==> src/rtl/v2f_seq_divmod.sv <==
// Sequential radix-2 restoring divider producing quotient and remainder.
// One iteration per clock; signed mode divides magnitudes and fixes signs on the last step.
module v2f_seq_divmod #(
  parameter int WIDTH  = 32,
  parameter bit SIGNED = 1'b0
) (
  input  logic             clk,
  input  logic             rst,
  input  logic             in_valid,
  output logic             in_ready,
  input  logic [WIDTH-1:0] a,
  input  logic [WIDTH-1:0] b,
  output logic             out_valid,
  input  logic             out_ready,
  output logic [WIDTH-1:0] quot,
  output logic [WIDTH-1:0] rem,
  output logic             div_zero,
  output logic             overflow
);

  localparam int CW = (WIDTH > 2) ? $clog2(WIDTH) : 1;
  localparam logic [CW-1:0] LAST = CW'(WIDTH - 1);

  typedef enum logic [1:0] {IDLE, CALC, DONE} state_t;

  state_t          state_reg, state_next;
  logic [CW-1:0]   cnt_reg;
  logic [WIDTH-1:0] q_reg, r_reg, d_reg;
  logic            neg_q_reg, neg_r_reg, ovf_pend_reg;
  logic [WIDTH-1:0] quot_reg, rem_reg;
  logic            div_zero_reg, overflow_reg;

  logic            a_neg, b_neg, ovf_in, b_zero;
  logic [WIDTH-1:0] a_mag, b_mag;
  logic [WIDTH:0]   shifted, trial;
  logic [WIDTH-1:0] r_step, q_step;

  assign a_neg  = SIGNED && a[WIDTH-1];
  assign b_neg  = SIGNED && b[WIDTH-1];
  assign a_mag  = a_neg ? -a : a;
  assign b_mag  = b_neg ? -b : b;
  assign b_zero = (b == '0);
  assign ovf_in = SIGNED && (a == {1'b1, {(WIDTH-1){1'b0}}}) && (b == '1);

  // The shifted partial remainder is below 2*divisor, so bit WIDTH of the
  // trial difference is set exactly when the subtraction would go negative.
  assign shifted = {r_reg, q_reg[WIDTH-1]};
  assign trial   = shifted - {1'b0, d_reg};
  assign r_step  = trial[WIDTH] ? shifted[WIDTH-1:0] : trial[WIDTH-1:0];
  assign q_step  = {q_reg[WIDTH-2:0], ~trial[WIDTH]};

  always_ff @(posedge clk) begin
    if (rst) state_reg <= IDLE;
    else     state_reg <= state_next;
  end

  always_comb begin
    state_next = state_reg;
    case (state_reg)
      IDLE:    if (in_valid) state_next = b_zero ? DONE : CALC;
      CALC:    if (cnt_reg == LAST) state_next = DONE;
      DONE:    if (out_ready) state_next = IDLE;
      default: state_next = IDLE;
    endcase
  end

  always_ff @(posedge clk) begin
    if (rst) begin
      cnt_reg      <= '0;
      q_reg        <= '0;
      r_reg        <= '0;
      d_reg        <= '0;
      neg_q_reg    <= 1'b0;
      neg_r_reg    <= 1'b0;
      ovf_pend_reg <= 1'b0;
      quot_reg     <= '0;
      rem_reg      <= '0;
      div_zero_reg <= 1'b0;
      overflow_reg <= 1'b0;
    end else begin
      case (state_reg)
        IDLE: begin
          if (in_valid) begin
            cnt_reg      <= '0;
            q_reg        <= a_mag;
            r_reg        <= '0;
            d_reg        <= b_mag;
            neg_q_reg    <= a_neg ^ b_neg;
            neg_r_reg    <= a_neg;
            ovf_pend_reg <= ovf_in;
            if (b_zero) begin
              quot_reg     <= '1;
              rem_reg      <= a;
              div_zero_reg <= 1'b1;
              overflow_reg <= 1'b0;
            end
          end
        end
        CALC: begin
          q_reg   <= q_step;
          r_reg   <= r_step;
          cnt_reg <= cnt_reg + 1'b1;
          if (cnt_reg == LAST) begin
            cnt_reg      <= '0;
            quot_reg     <= neg_q_reg ? -q_step : q_step;
            rem_reg      <= neg_r_reg ? -r_step : r_step;
            div_zero_reg <= 1'b0;
            overflow_reg <= ovf_pend_reg;
          end
        end
        default: ;
      endcase
    end
  end

  assign in_ready  = (state_reg == IDLE);
  assign out_valid = (state_reg == DONE);
  assign quot      = quot_reg;
  assign rem       = rem_reg;
  assign div_zero  = div_zero_reg;
  assign overflow  = overflow_reg;

endmodule

==> config.mk <==
export PLATFORM = sky130hd
export DESIGN_NAME = v2f_seq_divmod
export DESIGN_NICKNAME = d
export VERILOG_FILES = /design/src/rtl/v2f_seq_divmod.sv
export SDC_FILE = /design/constraint.sdc
export NUM_CORES = 1
export LEC_CHECK = 0
export CAP_MARGIN = 0
export CORE_UTILIZATION = 35
export CTS_BUF_LIST = sky130_fd_sc_hd__clkbuf_2 sky130_fd_sc_hd__clkbuf_4 sky130_fd_sc_hd__clkbuf_8
export DETAILED_ROUTE_END_ITERATION = 12
export PLACE_DENSITY = 0.56
export RECOVER_POWER = 50
export SYNTH_ARGS = -nofsm -noshare
export SYNTH_HDL_FRONTEND = slang
export SYNTH_SLANG_ARGS = --single-unit
==> constraint.sdc <==
create_clock -name clk -period 4.88 [get_ports clk]
set_input_delay 0.976 -clock clk [delete_from_list [all_inputs] [get_ports clk]]
set_output_delay 0.976 -clock clk [all_outputs]
set_load 0.02 [all_outputs]
# --- Word-level counts from Yosys, hierarchy flattened ---
# Cells that the tools add are included.
op_classes:
  reduce_logical: 7
  n_shift: 0
  n_eq_ne: 7
  n_div: 0
  n_addsub: 2
  mux: 28
  n_bitwise: 1
  n_mul: 0
  magnitude_cmp: 0
ops:
  columns: ["operator", "count"]
  rows:
  - ["two-way mux 32 bit", 9]
  - ["case mux 32 bit (2 select lines)", 4]
  - ["subtractor 33 x 32 -> 33 bit", 1]
  - ["zero test 32 bit", 1]
  - ["two-way mux 5 bit", 2]
  - ["case mux 5 bit (2 select lines)", 1]
  - ["two-way mux 2 bit", 4]
  - ["case mux 2 bit (3 select lines)", 1]
  - ["adder 5 x 1 -> 5 bit, second input constant", 1]
  - ["equality test 5 bit, second input constant", 1]
  - ["two-way mux 1 bit", 5]
  - ["inequality test 2 x 1 -> 1 bit, second input constant", 2]
  - ["inequality test 2 bit, second input constant", 2]
  - ["case mux 1 bit (2 select lines)", 2]
  - ["AND reduction 2 bit", 2]
  - ["AND reduction 4 bit", 1]
  - ["AND reduction 3 bit", 1]
  - ["equality test 2 x 1 -> 1 bit, second input constant", 1]
  - ["equality test 2 bit, second input constant", 1]
  - ["zero test 2 bit", 1]
  - ["nonzero test 2 bit", 1]
  - ["inverter 1 bit", 1]
word_totals:
  ff_bits: 169
  mem_bits_rw: 0
  mem_bits_ro: 0
  memories: 0
  output_inout_bits: 68
  latchBits: 0

# --- Depth between registers and ports, before layout ---
depth:
  ltp_word: 4
  depth_mapped: 13

# --- Least setup slack after synthesis ---
# OpenSTA, ideal clock, no wires.
synth_path:
  path_kind: "register -> register"
  start: "register q_reg[31]"
  end: "register rem_reg[7] (netlist: rem[7])"
  setup_time_ps: 132
  arrival_ps: 2866
  setup_slack_ps: 1882
  required_time_ps: 4748
  path_buffers: 1
  stages_incl_launch_ff: 14
  path_cell_list: "dfxtp_1 -> inv_1 -> ha_1 -> fa_1 -> nand2b_1 -> a21oi_1 -> o211ai_2 -> nand3_2 -> nand2_1 -> a211oi_4 -> buf_6 -> mux2_2 -> o21ai_1 -> a21oi_1"
synth_via:
  elab_chain_cells: 4
synth_rtl:
  columns: ["element", "line", "rtl"]
  rows:
  - ["from (decl)", "28", "logic [WIDTH-1:0] q_reg, r_reg, d_reg;"]
  - ["from (signal assigned)", "85", "q_reg <= a_mag;"]
  - ["from (signal assigned)", "100", "q_reg <= q_step;"]
  - ["subtractor 33 x 32 -> 33 bit", "48", "assign trial = shifted - {1'b0, d_reg};"]
  - ["two-way mux 32 bit", "49", "assign r_step = trial[WIDTH] ? shifted[WIDTH-1:0] : trial[WIDTH-1:0];"]
  - ["two-way mux 32 bit", "103", "if (cnt_reg == LAST) begin"]
  - ["case mux 32 bit (2 select lines)", "81", "case (state_reg)"]
  - ["to (signal assigned)", "106", "rem_reg <= neg_r_reg ? -r_step : r_step;"]
  - ["to (decl)", "30", "logic [WIDTH-1:0] quot_reg, rem_reg;"]
# Every way passes these cells. The select of a mux whose other input is x is not followed.
# A chain may end at the register's enable or synchronous reset.

# --- Worst setup path in the final report ---
layout_path:
  start: "register q_reg[31]"
  end: "register rem_reg[13] (netlist: rem[13])"
# Same word-level chain as after synthesis.

==> results.json <==
{
  "insertion_delay_ns": 0.46,
  "clock.fmax_mhz": 278.9,
  "violations": "max-capacitance violations, max-slew violations",
  "grtUsageMet1_pct": 30.54,
  "worst_pin_slew_ns": 1.748,
  "regToRegSetupSlack_ns": 1.29,
  "async_reset_ff_share_pct": 0,
  "fin_worst_skew_ns": 0.01371,
  "synth-seq-cells": 168,
  "path_cells": "inv_1, ha_1, fa_1, nand2b_1, a21oi_1, o211ai_2, nand3_2, nand2_1, a211oi_4, buf_12, mux2_1, nor2_1, o41ai_2",
  "vdd_drop_max_v": 0.0002032,
  "crit_buf_inv": 2,
  "slew_headroom_pct": -16.54,
  "grt_use_total_pct": 19.72,
  "drt_iter0_markers": 644,
  "arrival_ns": 3.90,
  "ys.warnings.count": 0,
  "intPower_w": 0.002438,
  "ys_seq_area_share_pct": 38.26,
  "dp_hpwl_um": 18170,
  "wirelength_um": 25270,
  "routedWlPerCell_um": 16.32,
  "overflow": 0,
  "p_comb_share_pct": 36.3,
  "syn_area_mm2": 0.008790,
  "grtUsageMet3_pct": 2.841,
  "post-route-min-period_ns": 3.585,
  "cp_slowest_cell": "fa_1",
  "leakagePower_nw": 4.111,
  "seq_power_share_pct": 38.8,
  "gp_congestion": 0.8206,
  "holdBufCountCts": 0,
  "power_density_mw_per_mm2": 373.1,
  "synth_top_area_share_pct": 38.26,
  "cts_num_sinks": 168,
  "root_buffer": "clkbuf_8",
  "status": "complete, but fails checks",
  "clock_path_buffers": 2,
  "grt_max_degree": 86,
  "dr.pass1.iters": 5,
  "synth.avg_cell_area_um2": 7.778,
  "yosys.area.top_type": "dfxtp_1",
  "required_ns": 5.19,
  "syn_inst": 1130,
  "antennaDiodeCount": 0,
  "syn2layout_area_growth_pct": 21.68,
  "synthTopCellsByArea": "dfxtp_1 (38%), nand2_1 (8.8%), a21oi_1 (5.9%)",
  "coreArea_mm2": 0.02446,
  "dieWidth_um": 160.5,
  "antenna_found_initial": 0,
  "tns_ns": 0,
  "grt-busiest-layer": "met1",
  "numCtsBuffers": 17,
  "grt_pass1_vias": 7398,
  "drcViolationCount": 0,
  "fin_crit_sh_pct": 73.47,
  "cts-resized-gates": 0,
  "hold_viol": 0,
  "finalSetupViolations": 0,
  "swShare_pct": 38.91,
  "end_kind": "register",
  "max_cap_violations": 1,
  "synthFlopType": "dfxtp_1",
  "syn-num-nets": 1233,
  "port_buffers": 134,
  "antenna_left": 0,
  "routed_via_density": 5.261,
  "synth-edff-count": 0,
  "drv_slew": 82,
  "hold_class": "register to register",
  "crit_path_max_fanout": 44,
  "rsz0062_at_grt": "false",
  "crit_family": "compound AO/OA/AOI/OAI gates",
  "die_height_um": 160.5,
  "power_switching_w": 0.001553,
  "initial_utilization_pct": 35.93,
  "grt_util_met2_pct": 28.28,
  "clk_pin_slew_ns": 0.10,
  "path_class": "register to register",
  "die-area_mm2": 0.02575,
  "cpPeakStageDelay_ns": 0.41,
  "yosysUniqueCellTypes": 63,
  "vias": 8144,
  "worst_setup_path_start_kind": "register",
  "cts_tree": "done",
  "pwr-share-clk_pct": 24.9,
  "final_nets": 1314,
  "h-tree-depth": 4,
  "num_io_pins": 136,
  "holdWs_ns": 0.4606,
  "drive_gt1_share_pct": 5.229,
  "postCtsSetupBuffers": 0,
  "grt_first_pass_wirelength_um": 40670,
  "rows": 57,
  "fillers": 2526
}
## area by class of cell
type	count	area [um^2]	area share [%]
well taps	324	405.4	3.790
clock inverters	15	158.9	1.486
multi-input cells	841	4967	46.44
inverters	40	150.1	1.404
clock buffers	17	234.0	2.188
repair buffers	143	1416	13.24
flip-flops and latches	168	3363	31.45
## worst reg2reg max path, stage by stage (launching register included)
cell      delay, ns
dfxtp_1        0.40
inv_1          0.06
ha_1           0.23
fa_1           0.41
nand2b_1       0.19
a21oi_1        0.31
o211ai_2       0.21
nand3_2        0.15
nand2_1        0.13
a211oi_4       0.34
buf_12         0.29
mux2_1         0.39
nor2_1         0.21
o41ai_2        0.12
## cell families (layout without fill, tap and decap cells)
logic type	count (synthesis)	count (layout)	share of synthesized area [%]
AOI/OAI and AO/OA	322	322	24.33
adders and majority gates	35	35	5.068
DFF	168	168	38.26
muxes	25	25	2.890
other	1	1	0.04266
buffers and inverters	121	215	5.623
and+or+nand+nor	432	432	21.20
xor gates and xnor gates	26	26	2.591
## placed cells by master (no fill, tap or decap), types with 5 or more instances in the layout
master,instances
clkdlybuf4s50_1,67
a31oi_1,9
a21oi_1,103
inv_1,40
inv_8,5
ha_1,34
clkbuf_8,17
a21o_1,26
o21a_1,17
buf_4,8
xor2_1,10
nand4_1,8
o211ai_1,8
o21ai_0,44
dlygate4sd3_1,66
nor3_1,16
a311oi_1,32
nand2_1,206
o21ai_1,8
nor2b_1,12
dfxtp_1,168
nand3_1,23
nor4_1,10
xnor2_1,16
a211oi_1,40
nor2_1,122
mux2i_1,22
## power by group through the flow
stage | clock (W) | combinational (W) | sequential (W)
after global routing | 0.00109 | 0.00160 | 0.00156
after global placement | 0 | 0.00145 | 0.00158
after floorplan | 0 | 0.00102 | 0.00160
after CTS | 0.00102 | 0.00146 | 0.00155
after detailed placement | 0 | 0.00146 | 0.00158
final | 0.000995 | 0.00145 | 0.00155
## per-stage QoR
stage | power (W) | instance area, um^2 | util [%] | instances | setup slack (ns)
final | 0.003990 | 10700 | 43.72 | 1548 | 1.295
after global routing | 0.004246 | 10700 | 43.72 | 1548 | 1.115
after CTS | 0.004031 | 10700 | 43.75 | 1548 | 1.316
after detailed placement | 0.003037 | 10310 | 42.14 | 1516 | 0.9221
after global placement | 0.003032 | 10310 | 42.14 | 1516 | 0.9980
after floorplan | 0.002620 | 8790 | - | 1130 | 1.882
## final timing paths
path | from | endpoint | cells after the start
setup reg to reg | q_reg[31]$_SDFFE_PP0P_ | rem[13]$_SDFFE_PP0P_ | 13
hold / removal | d_reg[13]$_SDFFE_PP0P_ | d_reg[13]$_SDFFE_PP0P_ | 2
hold reg to reg | d_reg[13]$_SDFFE_PP0P_ | d_reg[13]$_SDFFE_PP0P_ | 2
setup / recovery | q_reg[31]$_SDFFE_PP0P_ | rem[13]$_SDFFE_PP0P_ | 13
## metal layers
metal / routed length (um) / up-vias / share of wire [%]
met5: 0 / - / 0
li1: - / 4138 / -
met1: 13140 / 3775 / 52
met2: 10720 / 209 / 42
met3: 1125 / 22 / 4.5
met4: 278 / 0 / 1.1
## Yosys cell counts (2+ instances only)
| cell type | n |
|---|---|
| a211oi_1 | 40 |
| a211oi_2 | 3 |
| a21o_1 | 26 |
| a21oi_1 | 104 |
| a22o_1 | 2 |
| a311o_1 | 2 |
| a311oi_1 | 32 |
| a31oi_1 | 9 |
| a41oi_1 | 2 |
| and2_1 | 4 |
| and3_1 | 4 |
| and4_1 | 4 |
| buf_1 | 5 |
| buf_2 | 8 |
| buf_4 | 2 |
| buf_6 | 3 |
| clkbuf_1 | 63 |
| dfxtp_1 | 168 |
| ha_1 | 34 |
| inv_1 | 40 |
| mux2_2 | 2 |
| mux2i_1 | 22 |
| nand2_1 | 206 |
| nand2b_1 | 5 |
| nand3_1 | 23 |
| nand3b_1 | 4 |
| nand4_1 | 8 |
| nor2_1 | 122 |
| nor2b_1 | 13 |
| nor3_1 | 17 |
| nor4_1 | 10 |
| o2111ai_1 | 3 |
| o211ai_1 | 8 |
| o21a_1 | 17 |
| o21ai_0 | 45 |
| o21ai_1 | 8 |
| o21bai_1 | 2 |
| o31ai_1 | 3 |
| o41ai_1 | 2 |
| o41ai_2 | 2 |
| or2_2 | 4 |
| or3_1 | 4 |
| xnor2_1 | 16 |
| xor2_1 | 10 |
(Power assumes the default switching activity.)
